File: src/rtl/core_avm_burst_writer_if.sv
`default_nettype none
// ============================================================================
// Module      : core_avm_burst_writer_if
// Description : Avalon-MM burst-write bus (avm_tx_*) between the burst writer
//               (master) and the fabric / memory side (slave).
// Revision    : 1.0 - initial release
// ============================================================================
interface core_avm_burst_writer_if;
  logic        waitrequest;
  logic [11:0] burstcount;
  logic [31:0] address;
  logic        write;
  logic [31:0] writedata;

  modport master (
    input  waitrequest,
    output burstcount,
    output address,
    output write,
    output writedata
  );

  modport slave (
    output waitrequest,
    input  burstcount,
    input  address,
    input  write,
    input  writedata
  );
endinterface
`default_nettype wire

File: src/rtl/core_avm_burst_writer.sv
`default_nettype none
// ============================================================================
// Module      : core_avm_burst_writer
// Description : Avalon-MM burst-write initiator. Local logic fills a
//               show-ahead FIFO; a start command drains `length` words as
//               back-to-back bursts of up to MAX_BURST beats to base_addr.
// Revision    : 1.0 - initial release
// ============================================================================
module core_avm_burst_writer #(
  parameter int FIFO_LOG2_DEPTH = 5,
  parameter int MAX_BURST       = 16,
  parameter int LEN_WIDTH       = 16
) (
  input  wire logic                       clk,
  input  wire logic                       rst,
  input  wire logic                       start,
  input  wire logic [31:0]                base_addr,
  input  wire logic [LEN_WIDTH-1:0]       length,
  output logic                            busy,
  output logic                            done,
  input  wire logic                       wr_valid,
  input  wire logic [31:0]                wr_data,
  output logic                            wr_ready,
  output logic [FIFO_LOG2_DEPTH:0]        fifo_level,
  core_avm_burst_writer_if.master         avm_tx
);

  localparam int DEPTH = 2 ** FIFO_LOG2_DEPTH;
  localparam logic [FIFO_LOG2_DEPTH:0] FULL_LEVEL = (FIFO_LOG2_DEPTH + 1)'(DEPTH);
  localparam logic [LEN_WIDTH-1:0]     MAX_LEN    = LEN_WIDTH'(MAX_BURST);

  localparam logic [1:0] S_IDLE      = 2'd0;
  localparam logic [1:0] S_WAIT_DATA = 2'd1;
  localparam logic [1:0] S_BURST     = 2'd2;
  localparam logic [1:0] S_DONE      = 2'd3;

  // Byte-lane bits of the start address are forced to zero and otherwise unused.
  wire unused_base_lsbs = &{1'b0, base_addr[1:0]};

  // --------------------------------------------------------------------------
  // Show-ahead FIFO
  // --------------------------------------------------------------------------
  logic [31:0]                mem [DEPTH];
  logic [FIFO_LOG2_DEPTH-1:0] wr_ptr;
  logic [FIFO_LOG2_DEPTH-1:0] rd_ptr;
  logic [31:0]                head;
  logic                       push;
  logic                       pop;

  logic [1:0]                 state;
  logic [1:0]                 state_next;
  logic [LEN_WIDTH-1:0]       rem;
  logic [LEN_WIDTH-1:0]       blen;
  logic [LEN_WIDTH-1:0]       blen_q;
  logic [LEN_WIDTH-1:0]       beats_left;
  logic [31:0]                addr;
  logic                       data_ready;
  logic                       last_beat;

  // Full is judged on the registered level, so a same-cycle pop never frees a slot.
  assign wr_ready = (fifo_level != FULL_LEVEL);
  assign push     = wr_valid & wr_ready;
  assign pop      = (state == S_BURST) & ~avm_tx.waitrequest;
  assign head     = mem[rd_ptr];

  // Storage array, written on every accepted push.
  always_ff @(posedge clk) begin
    if (push) begin
      mem[wr_ptr] <= wr_data;
    end
  end

  // Pointers and exact occupancy count.
  always_ff @(posedge clk or posedge rst) begin
    if (rst) begin
      wr_ptr     <= '0;
      rd_ptr     <= '0;
      fifo_level <= '0;
    end else begin
      if (push) wr_ptr <= wr_ptr + 1'b1;
      if (pop)  rd_ptr <= rd_ptr + 1'b1;
      case ({push, pop})
        2'b10:   fifo_level <= fifo_level + 1'b1;
        2'b01:   fifo_level <= fifo_level - 1'b1;
        default: fifo_level <= fifo_level;
      endcase
    end
  end

  // --------------------------------------------------------------------------
  // Burst sequencing
  // --------------------------------------------------------------------------
  // Size of the next burst and whether the FIFO already holds all of it.
  always_comb begin
    blen       = (rem < MAX_LEN) ? rem : MAX_LEN;
    data_ready = (32'(fifo_level) >= 32'(blen));
    last_beat  = pop & (beats_left == LEN_WIDTH'(1));
  end

  // State register.
  always_ff @(posedge clk or posedge rst) begin
    if (rst) begin
      state <= S_IDLE;
    end else begin
      state <= state_next;
    end
  end

  // Next-state decision.
  always_comb begin
    state_next = state;
    case (state)
      S_IDLE: begin
        if (start) begin
          state_next = (length == '0) ? S_DONE : S_WAIT_DATA;
        end
      end
      S_WAIT_DATA: begin
        if (data_ready) state_next = S_BURST;
      end
      S_BURST: begin
        if (last_beat) begin
          state_next = (rem == blen_q) ? S_DONE : S_WAIT_DATA;
        end
      end
      S_DONE:  state_next = S_IDLE;
      default: state_next = S_IDLE;
    endcase
  end

  // Transfer bookkeeping: remaining words, current address, burst size and beat count.
  always_ff @(posedge clk or posedge rst) begin
    if (rst) begin
      rem        <= '0;
      addr       <= '0;
      blen_q     <= '0;
      beats_left <= '0;
    end else begin
      case (state)
        S_IDLE: begin
          if (start) begin
            rem  <= length;
            addr <= {base_addr[31:2], 2'b00};
          end
        end
        S_WAIT_DATA: begin
          if (data_ready) begin
            blen_q     <= blen;
            beats_left <= blen;
          end
        end
        S_BURST: begin
          if (pop) begin
            beats_left <= beats_left - 1'b1;
          end
          if (last_beat) begin
            rem  <= rem - blen_q;
            addr <= addr + (32'(blen_q) << 2);
          end
        end
        default: ;
      endcase
    end
  end

  // Status and bus outputs; data is the FIFO head only while the strobe is up.
  always_comb begin
    busy               = 1'b0;
    done               = 1'b0;
    avm_tx.write       = 1'b0;
    avm_tx.writedata   = '0;
    avm_tx.burstcount  = 12'(blen_q);
    avm_tx.address     = addr;
    case (state)
      S_WAIT_DATA: busy = 1'b1;
      S_BURST: begin
        busy             = 1'b1;
        avm_tx.write     = 1'b1;
        avm_tx.writedata = head;
      end
      S_DONE:  done = 1'b1;
      default: ;
    endcase
  end

endmodule
`default_nettype wire

File: src/flat_wrapper.sv
// flat-port wrapper written by rule: the top's interface ports become plain ports
module core_avm_burst_writer_flat 
#(
  parameter int FIFO_LOG2_DEPTH = 5,
  parameter int MAX_BURST       = 16,
  parameter int LEN_WIDTH       = 16
)
  (clk, rst, start, base_addr, length, busy, done, wr_valid, wr_data, wr_ready, fifo_level, avm_tx_waitrequest, avm_tx_burstcount, avm_tx_address, avm_tx_write, avm_tx_writedata);
  core_avm_burst_writer_if avm_tx_i ();
  input  wire logic clk;
  input  wire logic rst;
  input  wire logic start;
  input  wire logic [31:0] base_addr;
  input  wire logic [LEN_WIDTH-1:0] length;
  output logic busy;
  output logic done;
  input  wire logic wr_valid;
  input  wire logic [31:0] wr_data;
  output logic wr_ready;
  output logic [FIFO_LOG2_DEPTH:0] fifo_level;
  input wire logic [$bits(avm_tx_i.waitrequest)-1:0] avm_tx_waitrequest;
  output wire logic [$bits(avm_tx_i.burstcount)-1:0] avm_tx_burstcount;
  output wire logic [$bits(avm_tx_i.address)-1:0] avm_tx_address;
  output wire logic [$bits(avm_tx_i.write)-1:0] avm_tx_write;
  output wire logic [$bits(avm_tx_i.writedata)-1:0] avm_tx_writedata;
  assign avm_tx_i.waitrequest = avm_tx_waitrequest;
  assign avm_tx_burstcount = avm_tx_i.burstcount;
  assign avm_tx_address = avm_tx_i.address;
  assign avm_tx_write = avm_tx_i.write;
  assign avm_tx_writedata = avm_tx_i.writedata;
  core_avm_burst_writer #(.FIFO_LOG2_DEPTH(FIFO_LOG2_DEPTH), .MAX_BURST(MAX_BURST), .LEN_WIDTH(LEN_WIDTH)) u_core (.clk(clk), .rst(rst), .start(start), .base_addr(base_addr), .length(length), .busy(busy), .done(done), .wr_valid(wr_valid), .wr_data(wr_data), .wr_ready(wr_ready), .fifo_level(fifo_level), .avm_tx(avm_tx_i));
endmodule
File: config.mk
export PLATFORM = sky130hd
export DESIGN_NAME = core_avm_burst_writer_flat
export DESIGN_NICKNAME = d
export VERILOG_FILES = /design/src/rtl/core_avm_burst_writer_if.sv /design/src/rtl/core_avm_burst_writer.sv /design/src/flat_wrapper.sv
export SDC_FILE = /design/constraint.sdc
export NUM_CORES = 1
export LEC_CHECK = 0
export ABC_AREA = 1
export ABC_CLOCK_PERIOD_IN_PS = 4000
export BUFFER_PORTS_ARGS = -buffer_cell sky130_fd_sc_hd__buf_4
export CORE_MARGIN = 8
export CORE_UTILIZATION = 50
export CTS_CLUSTER_DIAMETER = 50
export CTS_CLUSTER_SIZE = 12
export DETAILED_ROUTE_END_ITERATION = 7
export GPL_ROUTABILITY_DRIVEN = 0
export PLACE_DENSITY = 0.7
export SYNTH_ARGS = -nofsm -noshare
export SYNTH_HDL_FRONTEND = slang
export SYNTH_SLANG_ARGS = --single-unit
File: constraint.sdc
create_clock -name clk -period 4 [get_ports clk]
set_clock_uncertainty 0.2 [all_clocks]
set_input_delay 0.6 -clock clk [delete_from_list [all_inputs] [get_ports clk]]
set_output_delay 0.6 -clock clk [all_outputs]
set_load 0.05 [all_outputs]
==> flow_summary.yaml, run 1 <==
synthesis:
  synth_xor_xnor_area_share_pct: 0.512
  muxShareOfSynthArea_pct: 0
  synth-compound-area-share_pct: 11.0
  synth_cells: 4235
  synth.distinct_cells: 37
  synth_top_family_by_area: "simple AND/OR/NAND/NOR gates"
  ys_warn_count: 0
  synth-simple-area-share_pct: 13.5
  netlist_area_sq_um: 47900
  synth.avg_cell_area_sq_um: 11.3
  synth_fa_ha_area_share_pct: 1.54
  yosysSeqAreaShare_pct: 69.3
  synth-seq-cells: 1120
power:
  p_leak_nw: 19.4
  vdd_drop_max_v: 0.000598
  totalPowerFinal_mw: 38.9
  p_per_area_nw_per_um2: 712
critical_path:
  crit_path_end_kind: "primary output"
  cp.arrival_ps: 3120
  worstSetupStartpointType: "flip-flop"
  critPathMaxFanout: 100
  path_class: "flip-flop to primary output"
  required_ps: 3200
global_route:
  grt_overflow_total: 0
  grt_pass1_vias: 30800
  grt_use_total_pct: 23.0
  grt_pass1_wl_microns: 189000
  grt_max_degree: 129
  antenna_found_initial: 6
drt:
  drc: 0
  drtAntennaViolNets: 0
  drtIter0Drc: 4071
  totalWireLength_microns: 127000
  dr.pass1.iters: 7
  via_count: 33100
  via_per_inst: 5.79
  wl_per_cell_microns: 22.1
sta:
  hold_viol_final: 0
  finalMaxSlewViolations: 0
  tightest_slew_ps: 868
  whs_ps: 52.1
  setup_viol: 0
  fin_ws_ps: 76.4
  rsz0062_at_grt: "true"
  max_freq_mhz: 255
  timing.slew.headroom_pct: 42.0
  period_minus_slack_ps: 3920
  fin_setup_tns_ps: 0
  min_period_over_period_pct: 98.1
floorplanning:
  ios: 171
  die_x_microns: 325
  coreArea_sq_um: 94900
  die_h_microns: 325
  initial_core_util_pct: 50.4
  die_area_sq_um: 106000
  rows: 113
cells_and_area:
  drive_above_1_share_pct: 10.6
  area_delta_synth_final_pct: 14.2
  final_net_count: 4542
  stdcell_area_sq_um: 54700
clock_tree:
  cts_buffers: 115
  clk_pin_slew_ps: 50
  h-tree-depth: 3
  clk_latency_ps: 700
  clockBufferDepth: 3
  cts_tree: "done"
  clockRootBuffer: "clkbuf_16"
  clock_sinks: 1120
run_status:
  outcome: "complete, no violations"
place:
  port_buffers: 166
  placed_area_sq_um: 51000
  dp_slack_ps: 702
  dpl.hpwl_microns: 70900
run:
  maxCapViolations: 0
min_path:
  hold_path_class: "primary input to flip-flop"
==> power by group <==
| part | leakage (nW) | switching, mW | internal, mW |
|---|---|---|---|
| clock network | 1.64 | 4.31 | 5.58 |
| registers | 10.4 | 0.671 | 13.8 |
| logic | 7.34 | 10.1 | 4.39 |
| total | 19.4 | 15.1 | 23.8 |
==> kinds of logic (layout without fill, tap and decap cells) <==
group / count (synthesis) / after routing
AND/OR/NAND/NOR: 1639 / 1639
flip-flops: 1120 / 1120
AO/OA/AOI/OAI: 959 / 959
buffers and inverters: 430 / 640
adder cells (fa/ha/maj): 57 / 57
XOR/XNOR: 28 / 28
other: 2 / 6
==> stage by stage <==
step,std cells,util (%)
final,5714,57.6
after global routing,5711,57.6
after CTS,5711,57.6
after detailed placement,5522,53.7
after global placement,5522,53.7
after floorplan,4236,-
==> synthesized netlist by cell type <==
cell type / count / area share [%]
edfxtp_1: 1024 / 64
nor2_1: 857 / 6.7
nand2_1: 570 / 4.5
o21ai_0: 504 / 5.3
inv_1: 170 / 1.3
o22ai_1: 160 / 2.1
nand3_1: 159 / 1.7
clkbuf_1: 128 / 1.0
o21ai_1: 113 / 1.2
dfrtp_1: 96 / 5.0
o211ai_1: 94 / 1.5
a21oi_1: 61 / 0.64
ha_1: 54 / 1.4
buf_2: 51 / 0.53
buf_4: 46 / 0.72
nand4_1: 24 / 0.31
xor2_1: 24 / 0.44
a31oi_1: 15 / 0.20
buf_1: 14 / 0.11
nor3_1: 13 / 0.14
buf_6: 12 / 0.28
nor4_1: 6 / 0.078
o21bai_1: 6 / 0.094
o21a_1: 5 / 0.078
inv_2: 4 / 0.031
xnor2_1: 4 / 0.073
clkbuf_2: 3 / 0.031
fa_1: 3 / 0.13
nand3b_1: 3 / 0.047
or2_2: 3 / 0.039
conb_1: 2 / 0.016
nor2_4: 2 / 0.047
a21o_1: 1 / 0.016
and2_1: 1 / 0.013
clkbuf_4: 1 / 0.016
inv_4: 1 / 0.013
nand2b_1: 1 / 0.013
==> cells in the final DEF, fill, tap and decap left out, types with 3 or more instances in the layout <==
cell type	n
edfxtp_1	1024
nor2_1	825
nand2_1	570
o21ai_0	502
buf_4	240
inv_1	168
o22ai_1	160
nand3_1	159
clkbuf_16	118
o21ai_1	115
o211ai_1	94
dfrtp_1	92
a21oi_1	61
ha_1	53
nor2_4	33
buf_12	33
dlygate4sd3_1	25
nand4_1	24
xor2_1	24
a31oi_1	15
clkbuf_1	15
nor3_1	11
inv_8	7
o21bai_1	6
nor4_1	6
clkinvlp_4	6
clkinv_2	5
o21a_1	5
xnor2_1	4
bufinv_16	4
diode_2	3
or2_2	3
nand3b_1	3
clkinv_16	3
fa_1	3
conb_1	3
clkinv_1	3
dfrtp_4	3
==> what timing repair did <==
action / in CTS / in global routing
setup buffers: 1 / 0
hold buffers: 25 / 0
endpoints found under the setup margin: 9 / 22
gates resized for setup: 4 / 5
endpoints found under the hold margin: 61 / 0
==> worst max-delay path, cell delays in order (launching register included) <==
cell and delay [ps]:
dfrtp_4 610, clkinv_16 290, buf_4 330, o21ai_0 230, o22ai_1 110, nand2_1 70
nand3_1 90, a31oi_1 300, nor2_1 130, buf_4 210
==> final cells by class <==
class | instances | area [sq um]
flip-flops and latches | 1120 | 33200
fillers | 7532 | 40200
clock inverters | 30 | 390
diodes | 3 | 7.51
repair buffers | 302 | 2790
inverters | 175 | 696
clock buffers | 133 | 3010
well taps | 1265 | 1580
multi-input cells | 2686 | 13000
==> routing by layer <==
metal | vias to the layer above | part of all wire (%) | GRT usage [%]
met3 | 269 | 9.1 | 4.14
met4 | 6 | 4.0 | 8.96
met5 | - | 0.033 | 0
met1 | 15900 | 40 | 31.4
met2 | 1600 | 47 | 36.9
li1 | 15300 | - | -
==> flip-flops by register name (all words and copies together) (netlist names) <==
name,flops
u_core.wr_ptr,5
u_core.blen_q,16
u_core.rd_ptr,5
u_core.state,2
u_core.fifo_level,6
u_core.mem,1024
u_core.beats_left,16
u_core.avm_tx.address,30
u_core.rem,16
==> final timing paths <==
| path | slack (ps) | depth (start not counted) | to | from |
|---|---|---|---|---|
| worst max-delay path | 80 | 9 | avm_tx_writedata[3] | u_core.rd_ptr[0] |
| worst min-delay path | 50 | 4 | u_core.rd_ptr[1] | avm_tx_waitrequest |
| worst max register to register | 750 | 7 | u_core.mem[28][28] | u_core.fifo_level[1] |
| worst min register to register | 310 | 2 | u_core.rem[3] | u_core.rem[3] |
| max in group asynchronous | 2490 | 4 | u_core.avm_tx.address[30] | rst |
| min in group asynchronous | 310 | 3 | u_core.fifo_level[4] | rst |
Note: power is estimated with default switching activity, not from simulation.
==> inputs of run 2 (changes only) <==
--- a/config.mk
+++ b/config.mk
@@ -15,6 +15,8 @@
 export DETAILED_ROUTE_END_ITERATION = 7
 export GPL_ROUTABILITY_DRIVEN = 0
 export PLACE_DENSITY = 0.7
+export RECOVER_POWER = 50
+export SLEW_MARGIN = 20
 export SYNTH_ARGS = -nofsm -noshare
 export SYNTH_HDL_FRONTEND = slang
 export SYNTH_SLANG_ARGS = --single-unit
==> run 2 against run 1 <==
Effect of this change: the run now ends with capacitance limit, slew limit left; power decreased by 0.25%; via count increased by 0.18%; fmax decreased by 0.34%; wire length about the same; critical path type unchanged.
==> flow_summary.yaml, run 2 (synthesized netlist as in run 1, its figures left out) <==
run:
  maxCapViolations: 3
cells_and_area:
  final_cell_mix: "edfxtp_1, nor2_1, nand2_1, o21ai_0, buf_4"
  drive_above_1_share_pct: 9.29
  final_cell_count_no_fill: 5717
  regMostFlops: "u_core.mem"
  largest_register_ffs: 1024
  fin_util_pct: 57.4
  area_delta_synth_final_pct: 13.7
  final_net_count: 4542
  layout_commonest_cell: "edfxtp_1"
clock_tree:
  cts_tree: "done"
  clk_pin_slew_ps: 60
  clk_latency_ps: 700
  clock_sinks: 1120
  h-tree-depth: 3
  cts_buffers: 115
  clockBufferDepth: 3
  clockRootBuffer: "clkbuf_16"
floorplanning:
  coreArea_sq_um: 94900
  die_h_microns: 325
  die_area_sq_um: 106000
  ios: 171
  initial_core_util_pct: 50.4
  rows: 113
  die_x_microns: 325
drt:
  drtAntennaViolNets: 0
  via_count: 33100
  wl_per_cell_microns: 22.1
  via_per_inst: 5.80
  totalWireLength_microns: 127000
  dr.pass1.iters: 6
  drtIter0Drc: 4036
  drc: 0
sta:
  max_freq_mhz: 254
  period_minus_slack_ps: 3940
  finalMaxSlewViolations: 99
  hold_viol_final: 0
  rsz0062_at_grt: "true"
  min_period_over_period_pct: 98.4
  setup_viol: 0
  whs_ps: 64.4
  tightest_slew_ps: 1920
  fin_ws_ps: 63.2
  timing.slew.headroom_pct: -28.8
global_route:
  grt_pass1_wl_microns: 189000
  grt_overflow_total: 0
  antenna_found_initial: 7
  grt_max_degree: 129
  grt_pass1_vias: 30800
  grt_use_total_pct: 23.0
power:
  p_leak_nw: 19.2
  vdd_drop_max_v: 0.000595
  p_per_area_nw_per_um2: 713
  totalPowerFinal_mw: 38.8
critical_path:
  path_class: "flip-flop to primary output"
  critPathMaxFanout: 100
  cp.arrival_ps: 3140
  required_ps: 3200
  worstSetupStartpointType: "flip-flop"
  crit_path_end_kind: "primary output"
place:
  dpl.cell_count: 5522
  dp_slack_ps: 702
  port_buffers: 166
  dpl.hpwl_microns: 70900
min_path:
  hold_path_class: "primary input to flip-flop"
run_status:
  violations: "capacitance limit, slew limit"
  outcome: "finished, violations left"
==> run 2: cell types whose count changed in the layout (fill, tap and decap cells not counted), sizes merged <==
cell      delta
inv          -1
diode        +3
buf         -60
clkbuf      +60
clkinvlp     +1
==> run 2: path summary, 6_finish.rpt <==
check | end | from | cells after the start | slack, ps
setup / recovery | avm_tx_writedata[3] | u_core.rd_ptr[0] | 9 | 60
hold / removal | u_core.avm_tx.address[27] | base_addr[27] | 5 | 60
setup reg to reg | u_core.mem[29][10] | u_core.fifo_level[1] | 7 | 710
hold reg to reg | u_core.rem[3] | u_core.rem[3] | 2 | 310
max in group asynchronous | u_core.avm_tx.address[30] | rst | 4 | 570
min in group asynchronous | u_core.fifo_level[4] | rst | 3 | 740
==> run 2: power breakdown <==
group	switching (mW)	internal (mW)
sequential	0.673	13.8
combinational	10.1	4.28
clock	4.31	5.58
==> run 2: routing by layer <==
| metal | GRT usage [%] | part of all wire, % | routed length (microns) | up-vias |
|---|---|---|---|---|
| li1 | - | - | - | 15300 |
| met1 | 31.4 | 40 | 51000 | 16000 |
| met2 | 36.9 | 46 | 58800 | 1545 |
| met3 | 4.14 | 9.0 | 11400 | 289 |
| met4 | 8.96 | 4.3 | 5390 | 6 |
| met5 | 0 | 0.033 | 42 | - |
==> run 2: critical path: stages (launching register included) <==
cell,delay [ps]
dfrtp_4,610
clkinv_16,290
buf_4,330
o21ai_0,230
o22ai_1,110
nand2_1,80
nand3_1,90
a31oi_1,300
nor2_1,130
buf_4,210
==> run 2: area by class of cell <==
class	count	area [sq um]
flip-flops and latches	1120	33200
clock buffers	133	3010
well taps	1265	1580
multi-input cells	2686	13000
diodes	6	15.0
clock inverters	30	390
repair buffers	302	2560
fillers	7603	40500
inverters	175	694
==> run 2: per-stage QoR <==
step                area, sq um  setup TNS [ps]
floorplan                 47900          -25650
global placement          51000               0
detailed placement        51000               0
CTS                       54600           -18.1
global route              54400            -325
finish                    54400               0
==> run 2: what timing repair did <==
| action | in CTS | in global routing |
|---|---|---|
| resized for setup | 4 | 5 |
| endpoints found under the hold margin | 61 | 0 |
| endpoints found under the setup margin | 9 | 22 |
| hold buffers | 25 | 0 |
| setup buffers | 1 | 0 |
